**src/rtl/cordic_dispatch_if.sv**
```systemverilog
// rtl/cordic_dispatch_if.sv - request/response stream and core job bundle for cordic_dispatch
interface cordic_dispatch_if #(
    parameter int FLOAT_DATA_WIDTH = 32
);
    logic                        in_valid;
    logic                        in_ready;
    logic [FLOAT_DATA_WIDTH-1:0] in_angle;
    logic                        out_valid;
    logic                        out_ready;
    logic [FLOAT_DATA_WIDTH-1:0] out_result;
    logic                        out_error;
    logic                        cordic_clk_en;
    logic [FLOAT_DATA_WIDTH-1:0] cordic_angle;
    logic                        cordic_done;
    logic [FLOAT_DATA_WIDTH-1:0] cordic_result;

    // dispatcher side
    modport slave (
        input  in_valid, in_angle, out_ready, cordic_done, cordic_result,
        output in_ready, out_valid, out_result, out_error, cordic_clk_en, cordic_angle
    );

    // producer / consumer / core side
    modport master (
        output in_valid, in_angle, out_ready, cordic_done, cordic_result,
        input  in_ready, out_valid, out_result, out_error, cordic_clk_en, cordic_angle
    );
endinterface

```
**src/rtl/cordic_dispatch.sv**
```systemverilog
// rtl/cordic_dispatch.sv - FIFO-buffered one-job-at-a-time front end for the CORDIC cosine core
module cordic_dispatch #(
    parameter int FLOAT_DATA_WIDTH = 32,
    parameter int FIFO_ADDR_WIDTH  = 2,
    parameter int TIMEOUT_CYCLES   = 64,
    parameter int TIMEOUT_WIDTH    = 7
) (
    input  logic              clk,
    input  logic              rst,
    cordic_dispatch_if.slave  bus,
    output logic              busy
);
    localparam int DEPTH = 2 ** FIFO_ADDR_WIDTH;
    localparam int CNT_W = FIFO_ADDR_WIDTH + 1;

    typedef enum logic [1:0] {S_IDLE, S_ISSUE, S_WAIT, S_DRAIN} state_t;

    state_t                      state;
    state_t                      state_nxt;
    logic [FLOAT_DATA_WIDTH-1:0] mem [DEPTH];
    logic [FIFO_ADDR_WIDTH-1:0]  wr_ptr;
    logic [FIFO_ADDR_WIDTH-1:0]  rd_ptr;
    logic [CNT_W-1:0]            count;
    logic [TIMEOUT_WIDTH-1:0]    tmo_cnt;
    logic                        done_q;
    logic                        drain_wait;
    logic                        push;
    logic                        pop;
    logic                        done_rise;
    logic                        timeout_hit;

    assign bus.in_ready      = (count != CNT_W'(DEPTH));
    assign push              = bus.in_valid & bus.in_ready;
    // a new job only starts once the previous result has left, keeping order with one in flight
    assign pop               = (state == S_IDLE) & (count != '0) & ~bus.out_valid;
    // the core holds done for up to two cycles; only the rising edge ends a job
    assign done_rise         = bus.cordic_done & ~done_q;
    assign timeout_hit       = (tmo_cnt == TIMEOUT_WIDTH'(TIMEOUT_CYCLES - 1));
    assign bus.cordic_clk_en = (state == S_ISSUE);
    assign busy              = (count != '0) | (state != S_IDLE) | bus.out_valid;

    // angle storage, written on push only
    always_ff @(posedge clk) begin
        if (push) begin
            mem[wr_ptr] <= bus.in_angle;
        end
    end

    // FIFO pointers and occupancy
    always_ff @(posedge clk or negedge rst) begin
        if (!rst) begin
            wr_ptr <= '0;
            rd_ptr <= '0;
            count  <= '0;
        end else begin
            if (push) begin
                wr_ptr <= wr_ptr + FIFO_ADDR_WIDTH'(1);
            end
            if (pop) begin
                rd_ptr <= rd_ptr + FIFO_ADDR_WIDTH'(1);
            end
            case ({push, pop})
                2'b10:   count <= count + CNT_W'(1);
                2'b01:   count <= count - CNT_W'(1);
                default: count <= count;
            endcase
        end
    end

    // state register
    always_ff @(posedge clk or negedge rst) begin
        if (!rst) begin
            state <= S_IDLE;
        end else begin
            state <= state_nxt;
        end
    end

    // next-state: issue, wait for done or timeout, then let the core's done fall
    always_comb begin
        state_nxt = state;
        case (state)
            S_IDLE:  if (pop) state_nxt = S_ISSUE;
            S_ISSUE: state_nxt = S_WAIT;
            S_WAIT:  if (done_rise || timeout_hit) state_nxt = S_DRAIN;
            S_DRAIN: if (!bus.cordic_done || drain_wait) state_nxt = S_IDLE;
            default: state_nxt = S_IDLE;
        endcase
    end

    // job datapath: held angle, timeout counter, result register and output handshake
    always_ff @(posedge clk or negedge rst) begin
        if (!rst) begin
            bus.cordic_angle <= '0;
            bus.out_valid    <= 1'b0;
            bus.out_result   <= '0;
            bus.out_error    <= 1'b0;
            tmo_cnt          <= '0;
            done_q           <= 1'b0;
            drain_wait       <= 1'b0;
        end else begin
            done_q     <= bus.cordic_done;
            drain_wait <= (state == S_DRAIN);
            if (pop) begin
                bus.cordic_angle <= mem[rd_ptr];
            end
            if (state == S_ISSUE) begin
                tmo_cnt <= '0;
            end else if (state == S_WAIT) begin
                tmo_cnt <= tmo_cnt + TIMEOUT_WIDTH'(1);
            end
            if (bus.out_valid && bus.out_ready) begin
                bus.out_valid <= 1'b0;
            end
            // a done rise on the timeout cycle still delivers the real result
            if (state == S_WAIT) begin
                if (done_rise) begin
                    bus.out_result <= bus.cordic_result;
                    bus.out_error  <= 1'b0;
                    bus.out_valid  <= 1'b1;
                end else if (timeout_hit) begin
                    bus.out_result <= '0;
                    bus.out_error  <= 1'b1;
                    bus.out_valid  <= 1'b1;
                end
            end
        end
    end
endmodule

```
**src/flat_wrapper.sv**
```systemverilog
// flat-port wrapper written by rule: the top's interface ports become plain ports
module cordic_dispatch_flat 
#(
    parameter int FLOAT_DATA_WIDTH = 32,
    parameter int FIFO_ADDR_WIDTH  = 2,
    parameter int TIMEOUT_CYCLES   = 64,
    parameter int TIMEOUT_WIDTH    = 7
)
  (clk, rst, busy, bus_in_valid, bus_in_angle, bus_out_ready, bus_cordic_done, bus_cordic_result, bus_in_ready, bus_out_valid, bus_out_result, bus_out_error, bus_cordic_clk_en, bus_cordic_angle);
  cordic_dispatch_if #(.FLOAT_DATA_WIDTH(FLOAT_DATA_WIDTH)) bus_i ();
  input  logic clk;
  input  logic rst;
  output logic busy;
  input wire logic [$bits(bus_i.in_valid)-1:0] bus_in_valid;
  input wire logic [$bits(bus_i.in_angle)-1:0] bus_in_angle;
  input wire logic [$bits(bus_i.out_ready)-1:0] bus_out_ready;
  input wire logic [$bits(bus_i.cordic_done)-1:0] bus_cordic_done;
  input wire logic [$bits(bus_i.cordic_result)-1:0] bus_cordic_result;
  output wire logic [$bits(bus_i.in_ready)-1:0] bus_in_ready;
  output wire logic [$bits(bus_i.out_valid)-1:0] bus_out_valid;
  output wire logic [$bits(bus_i.out_result)-1:0] bus_out_result;
  output wire logic [$bits(bus_i.out_error)-1:0] bus_out_error;
  output wire logic [$bits(bus_i.cordic_clk_en)-1:0] bus_cordic_clk_en;
  output wire logic [$bits(bus_i.cordic_angle)-1:0] bus_cordic_angle;
  assign bus_i.in_valid = bus_in_valid;
  assign bus_i.in_angle = bus_in_angle;
  assign bus_i.out_ready = bus_out_ready;
  assign bus_i.cordic_done = bus_cordic_done;
  assign bus_i.cordic_result = bus_cordic_result;
  assign bus_in_ready = bus_i.in_ready;
  assign bus_out_valid = bus_i.out_valid;
  assign bus_out_result = bus_i.out_result;
  assign bus_out_error = bus_i.out_error;
  assign bus_cordic_clk_en = bus_i.cordic_clk_en;
  assign bus_cordic_angle = bus_i.cordic_angle;
  cordic_dispatch #(.FLOAT_DATA_WIDTH(FLOAT_DATA_WIDTH), .FIFO_ADDR_WIDTH(FIFO_ADDR_WIDTH), .TIMEOUT_CYCLES(TIMEOUT_CYCLES), .TIMEOUT_WIDTH(TIMEOUT_WIDTH)) u_core (.clk(clk), .rst(rst), .bus(bus_i), .busy(busy));
endmodule
```
**config.mk**
```make
export PLATFORM = sky130hd
export DESIGN_NAME = cordic_dispatch_flat
export DESIGN_NICKNAME = d
export VERILOG_FILES = /design/src/rtl/cordic_dispatch_if.sv /design/src/rtl/cordic_dispatch.sv /design/src/flat_wrapper.sv
export SDC_FILE = /design/constraint.sdc
export NUM_CORES = 1
export LEC_CHECK = 0
export ABC_AREA = 1
export CAP_MARGIN = 20
export CORE_UTILIZATION = 53
export DETAILED_ROUTE_END_ITERATION = 8
export PLACE_DENSITY = 0.91
export SYNTH_ARGS = -nofsm -noshare
export SYNTH_HDL_FRONTEND = slang
export SYNTH_SLANG_ARGS = --single-unit
```
**constraint.sdc**
```tcl
create_clock -name clk -period 3.2 [get_ports clk]
set_input_delay 0.64 -clock clk [delete_from_list [all_inputs] [get_ports clk]]
set_output_delay 0.64 -clock clk [all_outputs]
set_load 0.02 [all_outputs]
```
==> results of run 1 <==
metal layers:
metal | vias up | GRT usage (%)
met2 | 200 | 38.8
met3 | 30 | 3.48
li1 | 2687 | -
met1 | 2740 | 28.4
met5 | - | 0
met4 | 0 | 7.63
layout by cell type (no fill, tap or decap), types with 6 or more instances in the layout:
| master | count |
|---|---|
| inv_1 | 22 |
| a21oi_1 | 8 |
| clkdlybuf4s50_1 | 136 |
| bufinv_16 | 6 |
| clkbuf_16 | 23 |
| nor2_1 | 76 |
| nand2_1 | 217 |
| edfxtp_1 | 128 |
| nand3_1 | 6 |
| dfrtp_1 | 83 |
| o21ai_0 | 41 |
| o21ai_1 | 30 |
| buf_4 | 12 |
| ha_1 | 11 |
| o22ai_1 | 32 |
final cells by class:
type,count,share of cell area (%)
Multi-Input combinational cell,440,19.1
Sequential cell,212,55.9
Tap cell,188,2.21
Timing Repair Buffer,151,14.2
Clock inverter,12,1.95
Inverter,28,1.01
Clock buffer,28,5.59
registers in the layout (all words and copies together) (netlist names):
register                 cells
u_core.done_q                1
u_core.drain_wait            1
u_core.tmo_cnt               7
u_core.mem                 128
u_core.rd_ptr                2
u_core.bus.out_valid         1
u_core.bus.cordic_angle     32
u_core.wr_ptr                2
u_core.state                 2
u_core.bus.out_error         1
u_core.bus.out_result       32
u_core.count                 3
kinds of logic after synthesis:
logic type	after synthesis	synth area share, %
buf+inv	61	4.06
compound gates	111	7.19
flops	212	71.8
simple gates	313	14.7
fa+ha+maj	12	1.90
xor+xnor	4	0.423
worst min-delay path by stage:
stage / startpoint / endpoint / slack, ns / cells past startpoint
finish: rst / u_core.bus.out_result[27] / 0.11 / 1
CTS: rst / u_core.bus.out_valid / 0.12 / 1
global placement: u_core.bus.out_result[5] / u_core.bus.out_result[5] / 0.45 / 2
detailed placement: u_core.bus.out_result[21] / u_core.bus.out_result[21] / 0.46 / 2
global route: rst / u_core.bus.out_valid / 0.15 / 1
floorplan: rst / u_core.bus.cordic_angle[0] / 0.34 / 0
worst max-delay path, cell delays in order, from the launching register on:
cell             delay [ns]
dfrtp_1                0.42
inv_1                  0.13
ha_1                   0.20
inv_1                  0.06
nor2_2                 0.11
nand3_1                0.08
clkdlybuf4s50_1        0.55
power by group:
group | switching, W | total (W) | internal [W]
combinational | 0.00249 | 0.00406 | 0.00157
sequential | 0.000369 | 0.00413 | 0.00377
clock | 0.00100 | 0.00280 | 0.00179
total | 0.00387 | 0.0110 | 0.00713
metrics by stage:
step                instances  setup slack, ns
floorplan                 713            0.584
global placement         1019            0.748
detailed placement       1019            0.721
CTS                      1059            0.511
global route             1059            0.432
finish                   1059            0.516
==> out/metrics.cfg, run 1 <==
[clock_tree]
cts_buffers = 22
cts_sinks = 212
htreeDepth = 1
ctsResizeCount = 0
clockRootBuffer = clkbuf_16
clk_latency_ns = 0.50
post_cts_buffers = 0
cts_tree = built
cts.clk_slew.worst_paths_ns = 0.06
cts_buffer_depth = 3
hold_buffers = 0

[route]
drc = 0
drt-vias-per-instance = 5.34
num_vias = 5657
drt-met1-wl_mm = 7.16
wire_per_inst_um = 16.6
route.met2.wl_mm = 9.12
wl_mm = 17.6
first_pass_iters = 5
drt_iter0_drc = 515
highest_layer = met4
antenna_left = 0
route.met3.wl_um = 900

[placement]
place.gp.congestion = 0.731
io_buffer_count = 137
dpl_cell_area_um2 = 9830
hpwl_mm = 10.9

[critical_path]
worstReg2RegStart = u_core.state[0]
path_class = flip-flop to primary output
endpoint = busy
cp_max_fo = 4
cp-start-kind = flip-flop
rr_endpoint = u_core.count[2]
worstPathArrival_ns = 2.04
cp.required_ns = 2.56
r2r_setup_slack_ns = 1.02
end_kind = primary output
crit_start = u_core.state[0]
r2r_cells = 12

[grt]
grt_pass1_vias = 5567
grt_pass1_wl_mm = 28.0
grt.overflow.total = 0
grt_max_degree = 66
grt_usage_pct = 22.2
antenna_found_initial = 0

[sta]
rsz0062_at_grt = false
drv_slew = 0
finClkSkew_ns = 0.0113
slew-limit-headroom_pct = 30.2
fin_crit_sh_pct = 83.9
worst_pin_slew_ns = 1.05
max_freq_mhz = 373
fin_crit_ns = 2.68
setup_viol = 0
hold_viol = 0
finalSetupTns_ns = 0
whs_ns = 0.108

[floorplanning]
die_h_um = 127
io_pins = 138
rows = 45
fp.dieW_um = 127
core_um2 = 15200
start_util_pct = 54.5
dieArea_um2 = 16100

[yosys]
synthTopCellsByArea = edfxtp_1 46%, dfrtp_1 25%, nand2_1 9.8%
yosysMostFrequentCell = nand2_1
avgSynthCellArea_um2 = 11.6
ys_ff_latch = 212
synth_area_um2 = 8290
ys.flop_type = edfxtp_1
syn_inst = 713
yosysSeqAreaShare_pct = 71.8
synth_top_area_share_pct = 46.4
synth_top_area_cell = edfxtp_1
yosysWarnings = 0
synthArstFlopShare_pct = 39.6
synthDistinctLibCells = 27
syn_nets = 794
synth_commonest_cells = 217 x nand2_1, 128 x edfxtp_1, 84 x dfrtp_1
synth_edf_count = 128

[power]
irDropWorstVdd_uv = 585
total_power_w = 0.0110
power_density_nw_per_um2 = 1030
power.leakage_nw = 4.35

[finish]
nNetsFinal = 936
num_antenna_cells = 0
multi_input_area_um2 = 2030
post-route-cell-area_um2 = 10600
seq_area_um2 = 5950
n_fill_cell = 1030
area.growth.synth_to_final_pct = 28.4
drive_gt1_share_pct = 7.35
fin_util_pct = 70.0

[outcome]
outcome = completed

[worst_hold_path]
hp-class = input port to asynchronous set/reset pin

[flow_run]
drv_cap = 0

No activity file was read; power rests on OpenSTA's default activity.
==> inputs of run 2 (changes only) <==
Settings changed: CORE_UTILIZATION 53 to 48, PLACE_DENSITY 0.91 to 0.87.
Clock period 3.2 ns to 2.4 ns, I/O delays scaled along.
==> run 2 against run 1 <==
Utilization decreased by 5.9 points. Clock-buffer cell count unchanged. Routed wire length decreased by 0.69%. Register-to-register slack got worse by 0.75 ns. Clock power increased by 34%. Non-clock buffer count decreased by 1. Largest cell class unchanged. Sequential power increased by 34%. Global-route usage decreased by 2.2 points. Combinational power increased by 32%. Final area increased by 0.53%. Total power increased by 33%. Cell count increased by 2.9%.
==> out/metrics.cfg, run 2 (same netlist as run 1, synthesis figures left out) <==
[finish]
area.growth.synth_to_final_pct = 29.1
top_regs = u_core.mem x128, u_core.bus.cordic_angle x32, u_core.bus.out_result x32
largest_register_ffs = 128  ; unchanged
n_fill_cell = 1270  ; +23%
final_cell_mix = 217 x nand2_1, 134 x clkdlybuf4s50_1, 128 x edfxtp_1
fin_util_pct = 64.0  ; -5.9 points
num_antenna_cells = 0  ; unchanged
drive_gt1_share_pct = 7.47  ; +0.12 points
stdcell_count = 1090  ; +2.9%
nNetsFinal = 935  ; -0.11%
mostFrequentLayoutCell = nand2_1
regMostFlops = u_core.mem

[sta]
hold_viol = 0  ; unchanged
slew-limit-headroom_pct = 54.1  ; +24 points
max_freq_mhz = 443
fin_crit_sh_pct = 94.1
rsz0062_at_grt = false
setup_viol = 0  ; unchanged
fin_crit_ns = 2.26
finClkSkew_ns = 0.0222  ; +0.0109 ns
worst_pin_slew_ns = 0.688  ; -0.358 ns
setup_slack_ns = 0.141  ; -0.375 ns
drv_slew = 0  ; unchanged

[clock_tree]
htreeDepth = 1  ; unchanged
cts_buffers = 22  ; unchanged
cts_buffer_depth = 3  ; unchanged
clk_latency_ns = 0.50  ; about the same
clockRootBuffer = clkbuf_16
cts.clk_slew.worst_paths_ns = 0.06  ; about the same
cts_tree = built
cts_sinks = 212  ; unchanged

[floorplanning]
core_um2 = 16700  ; +9.9%
start_util_pct = 49.6  ; -4.9 points
dieArea_um2 = 17800  ; +10%
io_pins = 138  ; unchanged
fp.dieW_um = 133  ; +5.0%
die_h_um = 133  ; +5.0%
rows = 47  ; +4.4%

[grt]
antenna_found_initial = 1  ; +1
grt.overflow.total = 0  ; unchanged
grt_pass1_vias = 5490  ; -1.4%
grt_max_degree = 66  ; unchanged
grt_pass1_wl_mm = 27.9  ; -0.47%
grt_usage_pct = 20.0  ; -2.2 points

[route]
antenna_left = 0  ; unchanged
wire_per_inst_um = 16.0  ; -3.5%
wl_mm = 17.5  ; -0.69%
drt-vias-per-instance = 5.12  ; -4.1%
drt_iter0_drc = 274  ; -47%
drc = 0  ; unchanged
num_vias = 5582  ; -1.3%
first_pass_iters = 4  ; -1

[critical_path]
path_class = flip-flop to primary output
worstPathArrival_ns = 1.78  ; -0.26 ns
cp_max_fo = 4  ; unchanged
critical_path.max_stage_delay_ns = 0.41  ; -0.14 ns
cp.required_ns = 1.92  ; -0.64 ns
cp-start-kind = flip-flop
crit_chain = inv_1, ha_1, inv_1, nor2_2, nand3_1, dlygate4sd2_1
cp_common_cell = inv_1
end_kind = primary output
critPathSlowestCell = dfrtp_1

[flow_run]
drv_cap = 0  ; unchanged

[power]
irDropWorstVdd_uv = 716  ; +22%
power.leakage_nw = 4.37  ; +0.43%
power_density_nw_per_um2 = 1370  ; +32%

[outcome]
outcome = completed

[placement]
place.gp.congestion = 0.789  ; +7.8%
dp_worst_setup_slack_ns = 0.243  ; -0.478 ns
dp.cells = 1049  ; +2.9%
io_buffer_count = 137  ; unchanged
hpwl_mm = 10.5  ; -3.8%

[worst_hold_path]
hp-class = flip-flop to flip-flop

[run 2: path summary, 6_finish.rpt]
kind                                               start                     endpoint  slack [ns]  cells after the start
worst min register to register  u_core.bus.out_result[4]     u_core.bus.out_result[4]        0.47                      2
worst min-delay path            u_core.bus.out_result[4]     u_core.bus.out_result[4]        0.47                      2
max in group asynchronous                            rst            u_core.tmo_cnt[6]        1.27                      3
worst max register to register           u_core.state[0]              u_core.count[2]        0.27                     12
worst max-delay path                     u_core.state[0]                         busy        0.14                      6
min in group asynchronous                            rst  u_core.bus.cordic_angle[19]        0.50                      2
[run 2: worst max-delay path: cells and delay by family, from the launching register on]
| kind | cells | cell delay [ns] |
|---|---|---|
| adders and majority gates | 1 | 0.18 |
| buffers and inverters | 3 | 0.49 |
| DFF | 1 | 0.41 |
| and+or+nand+nor | 2 | 0.19 |
[run 2: per-stage QoR]
step	instance area, um^2	total power, W	setup TNS (ns)	hold WS [ns]
6_report	10700	0.0146	0	0.471
5_1_grt	10700	0.0155	0	0.473
4_1_cts	10700	0.0148	0	0.466
3_5_place_dp	9870	0.0110	0	0.457
3_3_place_gp	9870	0.0108	0	0.452
2_1_floorplan	8290	0.00890	-27.60	0.184
[run 2: where the power goes]
part / leakage [nW] / switching (W) / internal [W]
Sequential: 2.21 / 0.000525 / 0.00502
Clock: 0.392 / 0.00135 / 0.00240
Combinational: 1.76 / 0.00326 / 0.00209
Total: 4.37 / 0.00513 / 0.00951
[run 2: what timing repair did]
item	CTS	global route
endpoints found under the setup margin	1	1
gates resized for setup	1	1
hold endpoints to repair	33	0
setup buffers	0	0
hold buffers	1	0
[run 2: layout make-up]
type | instances | area [um^2] | area share [%]
timing repair buffer | 150 | 1520 | 14.2
clock buffer | 28 | 594 | 5.56
inverter | 28 | 108 | 1.01
clock inverter | 12 | 215 | 2.01
multi-input combinational | 440 | 2030 | 19.0
tap | 220 | 275 | 2.57
sequential | 212 | 5950 | 55.6
[run 2: routing by layer]
metal	track usage (%)	routed length, um	up-vias
li1	-	-	2694
met1	25.5	7250	2671
met2	35.0	8610	195
met3	3.69	1300	22
met4	5.18	291	0
met5	0	0	-
==> inputs of run 3 (changes only) <==
Settings changed: CTS_CLUSTER_DIAMETER set to 150.
==> results of run 3 <==
No change in the layout: final DEF, timing and power equal those of run 2.
